--- src/rtl/pipe_stage_reg_pkg.sv ---
// rtl/pipe_stage_reg_pkg.sv - shared pipeline defaults, bubble encoding and stage-state enum
//
// Purpose : constants and types shared by pipeline stage registers.
// Contents: PIPE_PC_W / PIPE_DATA_W default field widths,
//           PIPE_BUBBLE_DATA payload used for empty or killed slots,
//           stage_state_e occupancy-encoded stage state (EMPTY/ONE/TWO).
package pipe_stage_reg_pkg;

  localparam int PIPE_PC_W   = 32;
  localparam int PIPE_DATA_W = 32;

  localparam logic [31:0] PIPE_BUBBLE_DATA = 32'h0000_0000;

  // Encoding equals the number of held entries so it can be exported
  // directly as the occupancy count.
  typedef enum logic [1:0] {
    ST_EMPTY = 2'd0,
    ST_ONE   = 2'd1,
    ST_TWO   = 2'd2
  } stage_state_e;

endpackage

--- src/rtl/pipe_stage_reg_sat_counter.sv ---
// rtl/pipe_stage_reg_sat_counter.sv - saturating up-counter for performance monitoring
//
// Purpose : counts cycles with inc=1, sticks at all-ones instead of wrapping.
// Ports   : clk   in  clock, rising edge
//           clear in  synchronous clear (highest priority)
//           inc   in  count this cycle
//           count out current count, CNT_W bits
module pipe_stage_reg_sat_counter #(
  parameter int CNT_W = 16
) (
  input  logic             clk,
  input  logic             clear,
  input  logic             inc,
  output logic [CNT_W-1:0] count
);

  always_ff @(posedge clk) begin
    if (clear) begin
      count <= '0;
    end else if (inc && (count != {CNT_W{1'b1}})) begin
      count <= count + 1'b1;
    end
  end

endmodule

--- src/rtl/pipe_stage_reg.sv ---
// rtl/pipe_stage_reg.sv - PC + payload pipeline stage register with handshake, freeze and flush
//
// Purpose : carries one PC/payload entry between two pipeline stages with
//           valid/ready backpressure. SKID=1 adds a second (skid) entry so
//           in_ready depends only on local state; SKID=0 keeps one entry and
//           lets out_ready pass combinationally to in_ready.
// Ports   : clk, rst            clock, synchronous active-high reset
//           freeze              global hold (no accept, no emit, state held)
//           flush               kill held entries, drop this cycle's input
//           in_valid/in_ready   upstream handshake, in_pc/in_data payload
//           out_valid/out_ready downstream handshake, out_pc/out_data main entry
//           occupancy           entries held (0..2)
//           freeze_cnt          saturating count of freeze cycles
module pipe_stage_reg
  import pipe_stage_reg_pkg::*;
#(
  parameter int               PC_W        = PIPE_PC_W,
  parameter int               DATA_W      = PIPE_DATA_W,
  parameter int               SKID        = 1,
  parameter logic [DATA_W-1:0] BUBBLE_DATA = DATA_W'(PIPE_BUBBLE_DATA),
  parameter int               CNT_W       = 16
) (
  input  logic              clk,
  input  logic              rst,
  input  logic              freeze,
  input  logic              flush,
  input  logic              in_valid,
  output logic              in_ready,
  input  logic [PC_W-1:0]   in_pc,
  input  logic [DATA_W-1:0] in_data,
  output logic              out_valid,
  input  logic              out_ready,
  output logic [PC_W-1:0]   out_pc,
  output logic [DATA_W-1:0] out_data,
  output logic [1:0]        occupancy,
  output logic [CNT_W-1:0]  freeze_cnt
);

  stage_state_e      state, state_n;
  logic [PC_W-1:0]   main_pc, main_pc_n, skid_pc, skid_pc_n;
  logic [DATA_W-1:0] main_data, main_data_n, skid_data, skid_data_n;
  logic              main_valid;
  logic              can_take;
  logic              accept, emit;

  assign main_valid = (state != ST_EMPTY);

  // Skid mode only looks at its own state; single-entry mode may refill in
  // the same cycle the downstream drains it.
  assign can_take = (SKID != 0) ? (state != ST_TWO)
                                : ((state == ST_EMPTY) | out_ready);

  assign in_ready  = can_take & ~freeze & ~flush;
  assign out_valid = main_valid & ~freeze & ~flush;
  assign accept    = in_valid & in_ready;
  assign emit      = out_valid & out_ready;

  assign out_pc    = main_pc;
  assign out_data  = main_data;
  assign occupancy = state;

  always_ff @(posedge clk) begin
    if (rst) begin
      state     <= ST_EMPTY;
      main_pc   <= '0;
      main_data <= BUBBLE_DATA;
      skid_pc   <= '0;
      skid_data <= BUBBLE_DATA;
    end else begin
      state     <= state_n;
      main_pc   <= main_pc_n;
      main_data <= main_data_n;
      skid_pc   <= skid_pc_n;
      skid_data <= skid_data_n;
    end
  end

  // Freeze needs no branch of its own: it forces accept and emit low, so
  // every arm below falls through to hold.
  always_comb begin
    state_n     = state;
    main_pc_n   = main_pc;
    main_data_n = main_data;
    skid_pc_n   = skid_pc;
    skid_data_n = skid_data;
    if (flush) begin
      state_n     = ST_EMPTY;
      main_pc_n   = '0;
      main_data_n = BUBBLE_DATA;
      skid_pc_n   = '0;
      skid_data_n = BUBBLE_DATA;
    end else begin
      case (state)
        ST_EMPTY: begin
          if (accept) begin
            state_n     = ST_ONE;
            main_pc_n   = in_pc;
            main_data_n = in_data;
          end
        end
        ST_ONE: begin
          if (accept && !emit) begin
            // Only reachable with SKID=1: single-entry mode accepts when
            // full only while emitting.
            state_n     = ST_TWO;
            skid_pc_n   = in_pc;
            skid_data_n = in_data;
          end else if (accept && emit) begin
            main_pc_n   = in_pc;
            main_data_n = in_data;
          end else if (emit) begin
            state_n     = ST_EMPTY;
            main_pc_n   = '0;
            main_data_n = BUBBLE_DATA;
          end
        end
        ST_TWO: begin
          if (emit) begin
            state_n     = ST_ONE;
            main_pc_n   = skid_pc;
            main_data_n = skid_data;
            skid_pc_n   = '0;
            skid_data_n = BUBBLE_DATA;
          end
        end
        default: begin
          state_n = ST_EMPTY;
        end
      endcase
    end
  end

  pipe_stage_reg_sat_counter #(
    .CNT_W (CNT_W)
  ) u_freeze_cnt (
    .clk   (clk),
    .clear (rst),
    .inc   (freeze),
    .count (freeze_cnt)
  );

endmodule

--- config.mk ---
export PLATFORM = sky130hd
export DESIGN_NAME = pipe_stage_reg
export DESIGN_NICKNAME = d
export VERILOG_FILES = /design/src/rtl/pipe_stage_reg_pkg.sv /design/src/rtl/pipe_stage_reg_sat_counter.sv /design/src/rtl/pipe_stage_reg.sv
export SDC_FILE = /design/constraint.sdc
export NUM_CORES = 1
export LEC_CHECK = 0
export BUFFER_PORTS_ARGS = -buffer_cell sky130_fd_sc_hd__buf_2
export CORE_MARGIN = 2
export CORE_UTILIZATION = 48
export CTS_BUF_LIST = sky130_fd_sc_hd__clkbuf_2 sky130_fd_sc_hd__clkbuf_4 sky130_fd_sc_hd__clkbuf_8
export DETAILED_ROUTE_END_ITERATION = 7
export GPL_TIMING_DRIVEN = 0
export MAX_ROUTING_LAYER = met4
export PLACE_DENSITY = 0.81
export SYNTH_ARGS = -nofsm -noshare
export SYNTH_HDL_FRONTEND = slang
export SYNTH_SLANG_ARGS = --single-unit
--- constraint.sdc ---
create_clock -name clk -period 2.1 [get_ports clk]
set_input_delay 0.105 -clock clk [delete_from_list [all_inputs] [get_ports clk]]
set_output_delay 0.105 -clock clk [all_outputs]
set_load 0.03 [all_outputs]
==> impl_metrics.py, run 1 <==
metrics = {
    "synthesis": {
        "syn_area_um2": 6420,
        "async_flop_share": 0,
        "ys_types": 45,
        "synth-seq-cells": 146,
        "synth_edf_count": 0,
        "synth.largest_area_cell": "dfxtp_1",
        "ys_seq_area_frac": 0.455,
        "synthCells": 560,
        "synth_common_cells": "dfxtp_1 (146), nor2b_1 (68), a221oi_2 (64), a22o_1 (64), nor3_2 (56)",
        "yosysWarnings": 0,
        "synth.most_common_cell": "dfxtp_1",
        "netlist.area_leader.share": 0.455,
        "syn_avg_cell_area_um2": 11.5,
        "yosys-top-cells-area": "dfxtp_1 (46%), a221oi_2 (15%), a22o_1 (8.7%)",
        "synth_flop_cell": "dfxtp_1",
        "synth_fp_nets": 635,
    },
    "worst_hold_path": {
        "min_path_type": "in -> reg",
    },
    "power_and_ir_drop": {
        "powerDensity_nw_per_um2": 680,
        "vdd_drop_max_mv": 0.399,
        "p_leak_nw": 3.65,
    },
    "clocking": {
        "clk_latency_ns": 0.45,
        "cts_sinks": 146,
        "cts.path.max_buffers": 2,
        "clkTransAtPathRegs_ns": 0.08,
        "numCtsBuffers": 17,
        "clockRootBuffer": "clkbuf_8",
        "cts_tree": "done",
        "h-tree-depth": 4,
    },
    "timing": {
        "fin_crit_sh": 1.07,
        "fmax_mhz": 445,
        "slew_violations": 0,
        "grt_setup_unrepaired": "yes",
        "slew_headroom": 0.506,
        "hold_viol_final": 0,
        "finalSetupViolations": 65,
        "clock_skew_ns": 0.00737,
        "setup_ws_ns": -0.147,
        "period_needed_ns": 2.25,
        "tightest_slew_ns": 0.741,
        "tns_ns": -6.30,
    },
    "route": {
        "num_vias": 5663,
        "drc_errors": 0,
        "drt_iter0_drc": 403,
        "wl_per_cell_um": 19.2,
        "vias_per_cell": 5.63,
        "wirelength_mm": 19.3,
        "route.antenna.remaining_nets": 0,
        "drtPass1Iterations": 5,
    },
    "global_routing": {
        "antenna_found_initial": 1,
        "grt_pass1_vias": 5688,
        "grt_first_pass_wirelength_mm": 28.6,
        "grt-ovfl-total": 0,
        "grt_use_total": 0.259,
        "grt_max_degree": 17,
    },
    "layout": {
        "final_nets": 891,
        "layout-drive-gt1-share": 0.467,
        "syn2layout_area_growth_pct": 44.9,
        "fillers": 915,
    },
    "critical_path": {
        "slowest_stage": "or4b_4",
        "cp_top_family": "compound AO/OA/AOI/OAI gates",
        "start_kind": "flop",
        "cp_slowest_stage_delay_ns": 0.49,
        "path_buf_inv": 3,
        "critical_path_class": "reg -> reg",
        "worstPathCellList": "inv_4 -> ha_4 -> or4b_4 -> a221o_1 -> buf_6 -> buf_8 -> a221oi_2 -> nor3_2",
        "end_kind": "flop",
        "cp.arrival_ns": 2.55,
        "worstPathRequired_ns": 2.41,
        "worstPathMaxFanout": 10,
    },
    "floorplan": {
        "coreArea_um2": 13100,
        "start_util": 0.489,
        "num_rows": 42,
        "chipWidth_um": 120,
        "die_area_um2": 14300,
        "ios": 154,
        "die_h_um": 120,
    },
    "outcome": {
        "status": "finished, violations left",
        "violations": "negative setup slack",
    },
    "placement": {
        "place_congestion": 0.873,
        "hpwl_mm": 11.7,
        "dp_slack_ns": -0.538,
        "io_buffers": 152,
    },
    "flow_run": {
        "cap_violations": 0,
    },
}
## logic make-up after synthesis
kind of cell    Yosys count  synth area share
simple gates            190             0.214
compound gates          156             0.267
flops                   146             0.455
buf+inv                  56            0.0436
fa+ha+maj                 5           0.00974
xor+xnor                  4           0.00545
mux                       3           0.00506
## metal layers
metal  GRT usage  vias to the layer above  share of wire
met5           -                        -              0
met4       0.112                        0          0.027
met3      0.0604                       43          0.042
met2       0.421                      182           0.50
met1       0.309                     2764           0.43
li1            -                     2674              -
## per-stage QoR
stage	cell area (um2)	std cells	utilization	hold WS [ns]	power, W
2_1_floorplan	6500	560	-	0.231	0.00340
3_3_place_gp	7480	888	0.569	0.346	0.00362
3_5_place_dp	7480	888	0.569	0.353	0.00364
4_1_cts	8840	993	0.673	0.00565	0.00626
5_1_grt	9310	1006	0.708	0.0775	0.00654
6_report	9310	1006	0.708	0.0327	0.00633
## cell usage in the layout, fill, tap and decap left out, types with 4 or more instances in the layout
cell type and n:
buf_2 168, dfxtp_1 144, nor2b_1 68, a22o_1 64
dlygate4sd3_1 64, nor3_2 56, a221oi_4 32, a221oi_2 32
clkbuf_8 21, buf_4 18, nor2_1 13, nor3_1 12
clkbuf_1 11, a21oi_1 9, o31ai_1 8, clkbuf_4 7
nand4_1 6, clkbuf_2 6, or4_1 6, buf_12 5
buf_8 5, nand3_1 4, or3_1 4, bufinv_16 4
## worst reg2reg max path, stage by stage (launching register included)
cell and delay [ns]:
dfxtp_4 0.39, inv_4 0.05, ha_4 0.15, or4b_4 0.49, a221o_1 0.37, buf_6 0.19
buf_8 0.17, a221oi_2 0.23, nor3_2 0.06
## cell type report
| cell class | count | area, um2 | share of cell area |
|---|---|---|---|
| tap | 176 | 220 | 0.0237 |
| clock inverter | 9 | 150 | 0.0161 |
| sequential | 146 | 2930 | 0.315 |
| inverter | 4 | 20.0 | 0.00215 |
| antenna | 1 | 2.50 | 0.000269 |
| timing repair buffer | 237 | 1650 | 0.177 |
| clock buffer | 23 | 304 | 0.0327 |
| multi-input combinational | 359 | 3670 | 0.394 |
| buffer | 51 | 363 | 0.0390 |
## repair_timing
item                                   4_1_cts  5_1_grt
pin swaps                                    2        9
hold buffers                                64        0
endpoints found under the hold margin      126        0
gates cloned                                 2        3
setup endpoints to repair                  128      131
buffers inserted                             8       10
resized for setup                           39       48
## power breakdown
| part | switching (W) | internal, W | total [W] | leakage [nW] |
|---|---|---|---|---|
| Combinational | 0.000547 | 0.000424 | 0.000971 | 2.24 |
| Sequential | 0.0000323 | 0.00282 | 0.00285 | 1.18 |
| Clock | 0.00107 | 0.00145 | 0.00251 | 0.237 |
| Total | 0.00165 | 0.00469 | 0.00633 | 3.65 |
## state kept, by name (all words and copies together), names as in the netlist
register and flops:
out_pc 32, occupancy 2, skid_pc 32, out_data 32, skid_data 32, u_freeze_cnt.count 16
## worst paths after layout
check	startpoint	to	slack (ns)	cells past startpoint
min reg2reg	u_freeze_cnt.count[11]	u_freeze_cnt.count[11]	0.50	2
max	occupancy[1]	out_pc[6]	-0.15	8
min	freeze	u_freeze_cnt.count[2]	0.03	3
max reg2reg	occupancy[1]	out_pc[6]	-0.15	8
(Power assumes the default switching activity.)
==> run 2: changes to the inputs <==
--- a/config.mk
+++ b/config.mk
@@ -13,6 +13,7 @@
 export GPL_TIMING_DRIVEN = 0
 export MAX_ROUTING_LAYER = met4
 export PLACE_DENSITY = 0.81
+export SKIP_LAST_GASP = 1
 export SYNTH_ARGS = -nofsm -noshare
 export SYNTH_HDL_FRONTEND = slang
 export SYNTH_SLANG_ARGS = --single-unit
==> impl_metrics.py, run 2 (synthesis gave the netlist of run 1 again) <==
metrics = {
    "layout": {
        "layout_commonest_cell": "buf_2",
        "syn2layout_area_growth_pct": 43.2,
        "layout_common_cells": "buf_2 (161), dfxtp_1 (144), nor2b_1 (68)",
        "final_cells": 1003,
        "finalInstanceArea_um2": 9200,
        "layout-drive-gt1-share": 0.464,
        "fillers": 930,
        "final_nets": 888,
    },
    "global_routing": {
        "grt_first_pass_wirelength_mm": 28.5,
        "antenna_found_initial": 1,
        "grt-ovfl-total": 0,
        "grt_max_degree": 17,
        "grt_use_total": 0.258,
        "grt_pass1_vias": 5704,
    },
    "outcome": {
        "status": "finished, violations left",
        "violations": "negative setup slack",
    },
    "clocking": {
        "cts_tree": "done",
        "h-tree-depth": 4,
        "clk_latency_ns": 0.46,
        "clkTransAtPathRegs_ns": 0.08,
        "numCtsBuffers": 17,
        "cts.path.max_buffers": 2,
        "clockRootBuffer": "clkbuf_8",
        "cts_sinks": 146,
    },
    "placement": {
        "placed_cells_incl_taps": 888,
        "place_area_um2": 7480,
        "hpwl_mm": 11.7,
        "dp_slack_ns": -0.538,
        "place_congestion": 0.873,
        "io_buffers": 152,
    },
    "critical_path": {
        "end_kind": "flop",
        "worstPathMaxFanout": 10,
        "start_kind": "flop",
        "critical_path_class": "reg -> reg",
        "worst-r2r-setup-slack_ns": -0.13,
        "cp.arrival_ns": 2.54,
        "worstPathRequired_ns": 2.41,
    },
    "timing": {
        "slew_violations": 0,
        "fin_crit_sh": 1.06,
        "finalSetupViolations": 81,
        "hold_ws_ns": 0.0352,
        "setup_ws_ns": -0.133,
        "fmax_mhz": 448,
        "tightest_slew_ns": 0.722,
        "hold_viol_final": 0,
        "period_needed_ns": 2.23,
        "grt_setup_unrepaired": "yes",
        "slew_headroom": 0.519,
        "clock_skew_ns": 0.0111,
    },
    "floorplan": {
        "die_area_um2": 14300,
        "ios": 154,
        "chipWidth_um": 120,
        "coreArea_um2": 13100,
        "start_util": 0.489,
        "die_h_um": 120,
        "num_rows": 42,
    },
    "route": {
        "drtPass1Iterations": 5,
        "wl_per_cell_um": 19.0,
        "route.antenna.remaining_nets": 0,
        "wirelength_mm": 19.1,
        "vias_per_cell": 5.66,
        "num_vias": 5680,
        "drc_errors": 0,
        "drt_iter0_drc": 387,
    },
    "power_and_ir_drop": {
        "vdd_drop_max_mv": 0.407,
        "powerDensity_nw_per_um2": 687,
        "p_leak_nw": 3.62,
    },
    "flow_run": {
        "cap_violations": 0,
    },
    "worst_hold_path": {
        "min_path_type": "in -> reg",
    },
}
run 2: worst paths after layout:
check | startpoint | endpoint | cells after the start
max | occupancy[1] | out_pc[6] | 8
min | freeze | u_freeze_cnt.count[2] | 3
max reg2reg | occupancy[1] | out_pc[6] | 8
min reg2reg | u_freeze_cnt.count[11] | u_freeze_cnt.count[11] | 2
run 2: report_power, final:
part,switching (W),total [W],internal [W]
logic,0.000537,0.000947,0.000409
clock network,0.00107,0.00252,0.00145
registers,0.0000326,0.00285,0.00282
run 2: final cells by class:
type	instances	area [um2]	area share
plain buffers	51	363	0.0395
diodes	1	2.50	0.000272
inverters	4	20.0	0.00218
clock inverters	9	150	0.0163
multi-input cells	358	3610	0.392
flip-flops and latches	146	2930	0.319
well taps	176	220	0.0239
repair buffers	235	1600	0.174
clock buffers	23	304	0.0331
run 2: critical path, stage by stage (launching register included):
cell and delay (ns):
dfxtp_4 0.39, inv_4 0.05, ha_4 0.15, or4b_4 0.48, a221o_1 0.37, buf_6 0.19, buf_8 0.17, a221oi_2 0.23
nor3_2 0.06
run 2: repair_timing:
action | in CTS | in global routing
cloned | 2 | 0
hold buffers | 64 | 0
endpoints found under the setup margin | 128 | 131
endpoints found under the hold margin | 126 | 0
pin swaps | 1 | 7
setup buffers | 8 | 9
resized for setup | 33 | 48
run 2: through the flow:
step	setup TNS [ns]	util	power, W
3_3_place_gp	-44.08	0.569	0.00362
6_report	-5.80	0.700	0.00631
3_5_place_dp	-50.16	0.569	0.00364
5_1_grt	-10.76	0.700	0.00652
2_1_floorplan	-3.90	-	0.00340
4_1_cts	-6.33	0.670	0.00625
run 2: routing by layer:
layer | track usage | part of all wire | vias up
met5 | - | 0 | -
met2 | 0.416 | 0.51 | 206
li1 | - | - | 2669
met3 | 0.0585 | 0.048 | 48
met4 | 0.115 | 0.032 | 0
met1 | 0.309 | 0.41 | 2757
